## src/rtl/hazard_stall_ctrl_if.sv

```systemverilog
// D/EX/MEM hazard inputs and pipeline-register controls of hazard_stall_ctrl.
// stall_cnt is present only when HAZARD_STALL_CNT_EN is defined.
interface hazard_stall_ctrl_if;
  logic [4:0] rs_addr_D;
  logic [4:0] rt_addr_D;
  logic [3:0] rs_use_D;
  logic [3:0] rt_use_D;
  logic       md_use_D;
  logic [4:0] dst_addr_E;
  logic [3:0] dst_save_E;
  logic [4:0] dst_addr_M;
  logic [3:0] dst_save_M;
  logic       md_start_E;
  logic       md_op_E;
  logic       en_F;
  logic       en_D;
  logic       flush_E;
  logic       md_busy;
  logic       md_done;
`ifdef HAZARD_STALL_CNT_EN
  logic [31:0] stall_cnt;
`endif

  modport master (
    output rs_addr_D, rt_addr_D, rs_use_D, rt_use_D, md_use_D,
    output dst_addr_E, dst_save_E, dst_addr_M, dst_save_M, md_start_E, md_op_E,
`ifdef HAZARD_STALL_CNT_EN
    input  stall_cnt,
`endif
    input  en_F, en_D, flush_E, md_busy, md_done
  );

  modport slave (
    input  rs_addr_D, rt_addr_D, rs_use_D, rt_use_D, md_use_D,
    input  dst_addr_E, dst_save_E, dst_addr_M, dst_save_M, md_start_E, md_op_E,
`ifdef HAZARD_STALL_CNT_EN
    output stall_cnt,
`endif
    output en_F, en_D, flush_E, md_busy, md_done
  );
endinterface

```

## src/rtl/hazard_stall_ctrl.sv

```systemverilog
// Hazard/stall controller for the 5-stage pipeline plus mult/div busy countdown.
// Define HAZARD_STALL_CNT_EN to add the saturating stall_cnt output.
module hazard_stall_ctrl #(
  parameter int unsigned MULT_CYCLES = 5,
  parameter int unsigned DIV_CYCLES  = 10
) (
  input  logic          clk,
  input  logic          reset,
  hazard_stall_ctrl_if.slave bus
);
  // A zero duration would never terminate the countdown, so it is clamped to 1.
  localparam logic [3:0] MULT_N = (MULT_CYCLES == 0) ? 4'd1 : 4'(MULT_CYCLES);
  localparam logic [3:0] DIV_N  = (DIV_CYCLES  == 0) ? 4'd1 : 4'(DIV_CYCLES);

  typedef enum logic {IDLE, BUSY} state_t;

  state_t     state;
  logic [3:0] cnt;
  logic       stall_rs, stall_rt, stall_md, stall;

  assign stall_rs = (bus.rs_addr_D != 5'd0) &&
                    ((bus.rs_addr_D == bus.dst_addr_E && bus.rs_use_D < bus.dst_save_E) ||
                     (bus.rs_addr_D == bus.dst_addr_M && bus.rs_use_D < bus.dst_save_M));
  assign stall_rt = (bus.rt_addr_D != 5'd0) &&
                    ((bus.rt_addr_D == bus.dst_addr_E && bus.rt_use_D < bus.dst_save_E) ||
                     (bus.rt_addr_D == bus.dst_addr_M && bus.rt_use_D < bus.dst_save_M));
  assign stall_md = bus.md_use_D && (bus.md_busy || bus.md_start_E);
  assign stall    = stall_rs | stall_rt | stall_md;

  // Pipeline keeps flowing while reset is held, whatever the hazard inputs say.
  always_comb begin
    bus.en_F    = 1'b1;
    bus.en_D    = 1'b1;
    bus.flush_E = 1'b0;
    if (reset) begin
      bus.en_F    = ~stall;
      bus.en_D    = ~stall;
      bus.flush_E = stall;
    end
  end

  assign bus.md_busy = (state == BUSY);
  assign bus.md_done = (state == BUSY) && (cnt == 4'd1);

  // A new start always reloads, even in the done cycle, so back-to-back ops have no gap.
  always_ff @(posedge clk or negedge reset) begin
    if (!reset) begin
      state <= IDLE;
      cnt   <= 4'd0;
    end else if (bus.md_start_E) begin
      state <= BUSY;
      cnt   <= bus.md_op_E ? DIV_N : MULT_N;
    end else if (state == BUSY) begin
      if (cnt <= 4'd1) begin
        state <= IDLE;
        cnt   <= 4'd0;
      end else begin
        cnt <= cnt - 4'd1;
      end
    end
  end

`ifdef HAZARD_STALL_CNT_EN
  always_ff @(posedge clk or negedge reset) begin
    if (!reset)
      bus.stall_cnt <= 32'd0;
    else if (stall && bus.stall_cnt != 32'hFFFF_FFFF)
      bus.stall_cnt <= bus.stall_cnt + 32'd1;
  end
`endif
endmodule
```

## src/flat_wrapper.sv

```systemverilog
// flat-port wrapper written by rule: the top's interface ports become plain ports
module hazard_stall_ctrl_flat 
#(
  parameter int unsigned MULT_CYCLES = 5,
  parameter int unsigned DIV_CYCLES  = 10
)
  (clk, reset, bus_rs_addr_D, bus_rt_addr_D, bus_rs_use_D, bus_rt_use_D, bus_md_use_D, bus_dst_addr_E, bus_dst_save_E, bus_dst_addr_M, bus_dst_save_M, bus_md_start_E, bus_md_op_E, bus_en_F, bus_en_D, bus_flush_E, bus_md_busy, bus_md_done);
  hazard_stall_ctrl_if bus_i ();
  input  logic clk;
  input  logic reset;
  input wire logic [$bits(bus_i.rs_addr_D)-1:0] bus_rs_addr_D;
  input wire logic [$bits(bus_i.rt_addr_D)-1:0] bus_rt_addr_D;
  input wire logic [$bits(bus_i.rs_use_D)-1:0] bus_rs_use_D;
  input wire logic [$bits(bus_i.rt_use_D)-1:0] bus_rt_use_D;
  input wire logic [$bits(bus_i.md_use_D)-1:0] bus_md_use_D;
  input wire logic [$bits(bus_i.dst_addr_E)-1:0] bus_dst_addr_E;
  input wire logic [$bits(bus_i.dst_save_E)-1:0] bus_dst_save_E;
  input wire logic [$bits(bus_i.dst_addr_M)-1:0] bus_dst_addr_M;
  input wire logic [$bits(bus_i.dst_save_M)-1:0] bus_dst_save_M;
  input wire logic [$bits(bus_i.md_start_E)-1:0] bus_md_start_E;
  input wire logic [$bits(bus_i.md_op_E)-1:0] bus_md_op_E;
  output wire logic [$bits(bus_i.en_F)-1:0] bus_en_F;
  output wire logic [$bits(bus_i.en_D)-1:0] bus_en_D;
  output wire logic [$bits(bus_i.flush_E)-1:0] bus_flush_E;
  output wire logic [$bits(bus_i.md_busy)-1:0] bus_md_busy;
  output wire logic [$bits(bus_i.md_done)-1:0] bus_md_done;
  assign bus_i.rs_addr_D = bus_rs_addr_D;
  assign bus_i.rt_addr_D = bus_rt_addr_D;
  assign bus_i.rs_use_D = bus_rs_use_D;
  assign bus_i.rt_use_D = bus_rt_use_D;
  assign bus_i.md_use_D = bus_md_use_D;
  assign bus_i.dst_addr_E = bus_dst_addr_E;
  assign bus_i.dst_save_E = bus_dst_save_E;
  assign bus_i.dst_addr_M = bus_dst_addr_M;
  assign bus_i.dst_save_M = bus_dst_save_M;
  assign bus_i.md_start_E = bus_md_start_E;
  assign bus_i.md_op_E = bus_md_op_E;
  assign bus_en_F = bus_i.en_F;
  assign bus_en_D = bus_i.en_D;
  assign bus_flush_E = bus_i.flush_E;
  assign bus_md_busy = bus_i.md_busy;
  assign bus_md_done = bus_i.md_done;
  hazard_stall_ctrl #(.MULT_CYCLES(MULT_CYCLES), .DIV_CYCLES(DIV_CYCLES)) u_core (.clk(clk), .reset(reset), .bus(bus_i));
endmodule
```

## config.mk

```make
export PLATFORM = sky130hd
export DESIGN_NAME = hazard_stall_ctrl_flat
export DESIGN_NICKNAME = d
export VERILOG_FILES = /design/src/rtl/hazard_stall_ctrl_if.sv /design/src/rtl/hazard_stall_ctrl.sv /design/src/flat_wrapper.sv
export SDC_FILE = /design/constraint.sdc
export NUM_CORES = 1
export LEC_CHECK = 0
export ABC_CLOCK_PERIOD_IN_PS = 1650
export BUFFER_PORTS_ARGS = -buffer_cell sky130_fd_sc_hd__buf_2
export CORE_MARGIN = 1
export CORE_UTILIZATION = 44
export DETAILED_ROUTE_END_ITERATION = 10
export PLACE_DENSITY_LB_ADDON = 0.2
export SETUP_SLACK_MARGIN = 0.4
export SLEW_MARGIN = 10
export SYNTH_ARGS = -nofsm -noshare
export SYNTH_HDL_FRONTEND = slang
export SYNTH_SLANG_ARGS = --single-unit
```

## constraint.sdc

```tcl
create_clock -name clk -period 1.65 [get_ports clk]
set_clock_uncertainty 0.15 [all_clocks]
set_input_delay 0.0825 -clock clk [delete_from_list [all_inputs] [get_ports clk]]
set_output_delay 0.0825 -clock clk [all_outputs]
set_load 0.05 [all_outputs]
```

==> results.json, run 1 <==
{
  "cts_buffers": 3,
  "syn_area_per_cell_um2": 8.607,
  "syn-instance-count": 99,
  "dp_hpwl_um": 2106,
  "start_util_pct": 48.30,
  "cp-end-kind": "primary output",
  "gp_congestion": 0.7999,
  "final_common_cell": "buf_2",
  "setup_viol": 5,
  "drtIter0Drc": 54,
  "numPortBuffers": 45,
  "routed_wl_um": 3657,
  "fin_crit_sh_pct": 107.8,
  "core-area_um2": 1764,
  "chipHeight_um": 46.01,
  "layout_setup_ws_ns": -0.1288,
  "power_density_nw_per_um2": 555.9,
  "final_nets": 222,
  "rows": 15,
  "path_clk_slew_ns": 0.05,
  "arrival_ns": 1.55,
  "syn-cell-area_um2": 852.1,
  "cp-start-kind": "primary input",
  "ant_nets": 0,
  "worstMarginPinSlew_ns": 0.3225,
  "slew_headroom_pct": 78.27,
  "wl_met1_um": 1503,
  "irDropWorstVdd_uv": 383.7,
  "drc_errors": 0,
  "drv_cap": 0,
  "wl_per_cell_um": 19.15,
  "period_minus_slack_ns": 1.779,
  "clk_latency_ns": 0.26,
  "nFillCells": 78,
  "failed_checks": "negative setup slack",
  "vias": 1128,
  "critPathKind": "primary input to primary output",
  "overflow": 0,
  "antenna_cells": 0,
  "die-area_um2": 2116,
  "cts_max_level": 1,
  "cts_sinks": 5,
  "synth_seq_area_share_pct": 14.68,
  "placed_area_um2": 1247,
  "pre_cts_slack_ns": -0.1710,
  "path_max_fanout": 3,
  "grt_pass1_wl_um": 4057,
  "die_w_um": 46.01,
  "most-common-layout-cells": "buf_2 (34), buf_4 (16), xnor2_1 (11)",
  "wl_met2_um": 1905,
  "area_delta_synth_final_pct": 88.25,
  "ctsRootBufferMaster": "clkbuf_4",
  "grt_pass1_vias": 1010,
  "outcome": "finished with violations",
  "rsz0062_at_grt": "yes",
  "top_layer_used": "met4",
  "drt_pass1_iterations": 4,
  "multi_input_area_um2": 923.4,
  "antenna_found_initial": 0,
  "grtUsageTotal_pct": 26.58,
  "seq_area_um2": 127.6,
  "via_per_inst": 5.906,
  "cts_tree": "done",
  "design_area_um2": 1604,
  "ys_types": 31,
  "slew_viol_final": 0,
  "wl_met3_um": 217,
  "max_freq_ghz": 0.5622,
  "grt_max_degree": 9,
  "synth_fp_nets": 154,
  "hold_viol": 0,
  "clock_path_buffers": 2,
  "synth_seq_cells": 5,
  "io_pins": 46,
  "cellLeakagePower_nw": 0.6860,
  "hp-class": "primary input to asynchronous set/reset pin",
  "drive_gt1_share_pct": 64.46,
  "required_ns": 1.42,
  "yosys_warnings": 0
}
[routing by layer]
| layer | GRT usage [%] | up-vias |
|---|---|---|
| met5 | 0 | - |
| met4 | 5.294 | 0 |
| met3 | 3.571 | 4 |
| met2 | 52.39 | 67 |
| met1 | 29.38 | 550 |
| li1 | - | 507 |
[worst max-delay path: stages]
cell	delay, ns
buf_2	0.12
xnor2_1	0.14
nand4_1	0.15
a2111oi_2	0.35
a22oi_1	0.21
o211ai_1	0.24
buf_4	0.24
[state kept, by name, summed over array words and instances (netlist names)]
signal and cells:
u_core.cnt 4, u_core.bus.md_busy 1
[cells by family (layout without fill, tap and decap cells)]
family / after synthesis / in the layout / synth area share, %
simple gates: 26 / 26 / 19.24
fa+ha+maj: 14 / 14 / 20.56
flops: 5 / 5 / 14.68
compound gates: 24 / 24 / 20.12
buf+inv: 10 / 77 / 4.846
xor+xnor: 20 / 20 / 20.56
[cell type report]
type	instances	area share, %
multi-input cells	84	57.57
repair buffers	64	28.47
flip-flops and latches	5	7.956
inverters	9	2.418
well taps	25	1.950
clock buffers	4	1.638
[stage by stage]
step | utilization [%] | power [mW] | setup TNS (ns) | std cells | hold slack, ns
floorplan | - | 0.3995 | -0.2286 | 99 | -0.3631
detailed placement | 70.71 | 0.5460 | -0.4393 | 177 | -0.2231
CTS | 80.00 | 0.7583 | -0.09216 | 188 | 0.1400
finish | 90.92 | 0.8917 | -0.3809 | 191 | 0.1519
global placement | 70.71 | 0.5250 | -0.3071 | 177 | -0.2252
global route | 90.92 | 0.9369 | -0.6846 | 191 | 0.1747
[path summary, 6_finish.rpt]
path	start	end	slack (ns)	depth (start not counted)
setup / recovery	bus_rt_addr_D[4]	bus_flush_E	-0.13	7
hold / removal	reset	u_core.cnt[1]$_DFFE_PN0N_	0.15	2
setup reg to reg	u_core.bus.md_busy$_DFF_PN0_	u_core.cnt[3]$_DFFE_PN0N_	-0.01	4
hold reg to reg	u_core.cnt[2]$_DFFE_PN0N_	u_core.bus.md_busy$_DFF_PN0_	0.55	2
max in group asynchronous	reset	u_core.cnt[0]$_DFFE_PN0N_	0.96	2
min in group clk	bus_md_op_E	u_core.cnt[0]$_DFFE_PN0N_	0.43	3
[cell usage after synthesis]
| cell | instances | area (µm²) |
|---|---|---|
| nand3_1 | 2 | 10.01 |
| a21o_1 | 2 | 15.01 |
| a22oi_1 | 1 | 7.510 |
| nand4_1 | 3 | 18.77 |
| o221a_2 | 1 | 11.26 |
| nor4_1 | 1 | 6.260 |
| nand2_1 | 5 | 18.77 |
| o211a_1 | 1 | 10.01 |
| and4bb_2 | 1 | 12.51 |
| or4_1 | 2 | 15.01 |
| or3b_1 | 1 | 8.760 |
| a21oi_1 | 9 | 45.04 |
| o21ai_0 | 2 | 10.01 |
| o221ai_1 | 1 | 8.760 |
| o2111ai_1 | 1 | 8.760 |
| and4_1 | 1 | 8.760 |
| nand2b_1 | 3 | 18.77 |
| a2111oi_2 | 1 | 15.01 |
| dfrtp_1 | 5 | 125.1 |
| xor2_1 | 6 | 52.55 |
| o31ai_1 | 1 | 7.510 |
| xnor2_1 | 14 | 122.6 |
| or4b_4 | 1 | 13.76 |
| nor3_1 | 1 | 5.000 |
| nor4_2 | 1 | 12.51 |
| o211ai_1 | 3 | 22.52 |
| nor2_1 | 4 | 15.01 |
| inv_1 | 9 | 33.78 |
| ha_1 | 14 | 175.2 |
| buf_4 | 1 | 7.510 |
| a2111oi_1 | 1 | 10.01 |
[power breakdown]
| group | switching (mW) | leakage, nW | internal [mW] | total (mW) |
|---|---|---|---|---|
| Clock | 0.0659 | 0.0150 | 0.0924 | 0.158 |
| Sequential | 0.0390 | 0.0533 | 0.142 | 0.180 |
| Combinational | 0.278 | 0.618 | 0.275 | 0.553 |
[what timing repair did]
| action | CTS | global route |
|---|---|---|
| resized for setup | 21 | 31 |
| buffers inserted | 2 | 3 |
| endpoints found under the setup margin | 9 | 10 |
| endpoints found under the hold margin | 9 | 0 |
| pin swaps | 9 | 13 |
| hold buffers | 5 | 0 |
No activity file was read; power rests on OpenSTA's default activity.
==> run 2, diff against run 1 <==
--- a/config.mk
+++ b/config.mk
@@ -11,6 +11,8 @@
 export CORE_UTILIZATION = 44
 export DETAILED_ROUTE_END_ITERATION = 10
 export PLACE_DENSITY_LB_ADDON = 0.2
+export RECOVER_POWER = 50
+export REMOVE_ABC_BUFFERS = 1
 export SETUP_SLACK_MARGIN = 0.4
 export SLEW_MARGIN = 10
 export SYNTH_ARGS = -nofsm -noshare
==> results.json, run 2 (synthesized netlist as in run 1, its figures left out) <==
{
  "final_common_cell": "buf_2",
  "pre_cts_slack_ns": -0.1570,
  "swShare_pct": 43.91,
  "worstSetupStartpoint": "bus_dst_addr_M[0]",
  "rows": 15,
  "drtIter0Drc": 38,
  "fin_crit_sh_pct": 111.6,
  "registers.top_by_ff_count": "u_core.cnt",
  "power_frac_comb_pct": 63.6,
  "worstSetupEndpoint": "bus_flush_E",
  "area_delta_synth_final_pct": 88.25,
  "final_cells": 200,
  "rr_endpoint": "u_core.cnt[0]$_DFFE_PN0N_",
  "grt_max_degree": 6,
  "seq_power_share_pct": 18.1,
  "ant_nets": 0,
  "outcome": "finished with violations",
  "irDropWorstVdd_uv": 614.7,
  "rr_startpoint": "u_core.cnt[0]$_DFFE_PN0N_",
  "internal_power_mw": 0.5376,
  "grt_pass1_wl_um": 4740,
  "drt_pass1_iterations": 4,
  "critPathKind": "primary input to primary output",
  "core-area_um2": 1764,
  "antenna_found_initial": 0,
  "max_freq_ghz": 0.5433,
  "cts_max_level": 1,
  "hold_viol": 0,
  "nFillCells": 78,
  "clock_path_buffers": 2,
  "most-common-layout-cells": "buf_2 (38), buf_4 (17), xnor2_1 (14)",
  "drc_errors": 0,
  "setup_viol": 5,
  "rsz0062_at_grt": "yes",
  "path_max_fanout": 2,
  "final_core_util_pct": 90.92,
  "io_pins": 46,
  "drive_gt1_share_pct": 58.86,
  "grtUsageTotal_pct": 32.41,
  "slew_headroom_pct": 77.89,
  "finalSetupTns_ns": -0.5248,
  "finalPower_mw": 0.9585,
  "whs_ns": 0.08044,
  "vias": 1180,
  "failed_checks": "negative setup slack",
  "worstMarginPinSlew_ns": 0.3304,
  "placed_area_um2": 1214,
  "p_sw_mw": 0.4209,
  "cts_tree": "done",
  "antenna_cells": 0,
  "power_density_nw_per_um2": 597.5,
  "r2r_setup_slack_ns": -0.01,
  "via_per_inst": 5.900,
  "reg2reg_depth": 8,
  "routed_wl_um": 4122,
  "wl_per_cell_um": 20.61,
  "clockPowerShare_pct": 18.2,
  "arrival_ns": 1.61,
  "cp-end-kind": "primary output",
  "hold_path_depth": 3,
  "cts_buffers": 3,
  "final_nets": 231,
  "required_ns": 1.42,
  "largest_register_ffs": 4,
  "period_minus_slack_ns": 1.841,
  "gp_congestion": 0.8032,
  "dp_hpwl_um": 1875,
  "path_clk_slew_ns": 0.06,
  "start_util_pct": 48.30,
  "chipHeight_um": 46.01,
  "die-area_um2": 2116,
  "layout_setup_ws_ns": -0.1907,
  "ctsRootBufferMaster": "clkbuf_4",
  "drv_cap": 0,
  "design_area_um2": 1604,
  "cts_sinks": 5,
  "cp-start-kind": "primary input",
  "slew_viol_final": 0,
  "numPortBuffers": 45,
  "clk_latency_ns": 0.27,
  "cellLeakagePower_nw": 0.7232,
  "die_w_um": 46.01,
  "overflow": 0,
  "grt_pass1_vias": 1104,
  "place_inst": 183,
  "hp-class": "primary input to register"
}
## run 2: per-layer routing
layer  track usage, %  vias to the layer above  wire (µm)
met5                0                        -          0
met4            15.88                        0        179
met3            5.159                       20        328
met2            64.51                       91       2019
met1            31.04                      548       1594
li1                 -                      521          -
## run 2: what timing repair did
action,in CTS,in global routing
pin swaps,18,14
hold buffers,5,0
resized for setup,37,22
endpoints found under the setup margin,10,10
setup buffers,5,3
hold endpoints to repair,8,0
## run 2: how the worst min path moves through the flow
| stage | start | end | slack [ns] |
|---|---|---|---|
| 6_report | bus_md_start_E | u_core.cnt[3]$_DFFE_PN0N_ | 0.08 |
| 5_1_grt | bus_md_start_E | u_core.cnt[3]$_DFFE_PN0N_ | 0.12 |
| 2_1_floorplan | reset | u_core.bus.md_busy$_DFF_PN0_ | -0.36 |
| 3_3_place_gp | reset | u_core.cnt[2]$_DFFE_PN0N_ | -0.23 |
| 3_5_place_dp | reset | u_core.cnt[2]$_DFFE_PN0N_ | -0.23 |
| 4_1_cts | bus_md_start_E | u_core.cnt[3]$_DFFE_PN0N_ | 0.08 |
## run 2: cell type report
cell class / count / area, µm² / area share, %
Clock buffer: 4 / 26.28 / 1.638
Inverter: 9 / 36.28 / 2.262
Multi-Input combinational cell: 84 / 858.3 / 53.51
Sequential cell: 5 / 126.4 / 7.878
Tap cell: 25 / 31.28 / 1.950
Timing Repair Buffer: 73 / 525.5 / 32.76
## run 2: power by group through the flow
stage	Combinational [mW]	Clock (mW)	Sequential, mW
final	0.610	0.175	0.174
after global routing	0.642	0.180	0.174
after CTS	0.474	0.146	0.162
after detailed placement	0.357	0	0.160
after global placement	0.346	0	0.159
after floorplan	0.194	0	0.166
## run 2: worst max-delay path, stage by stage
cell       delay [ns]
buf_2            0.12
xnor2_1          0.17
nand4_1          0.19
a2111oi_4        0.35
a22oi_2          0.14
o211ai_1         0.28
buf_4            0.26
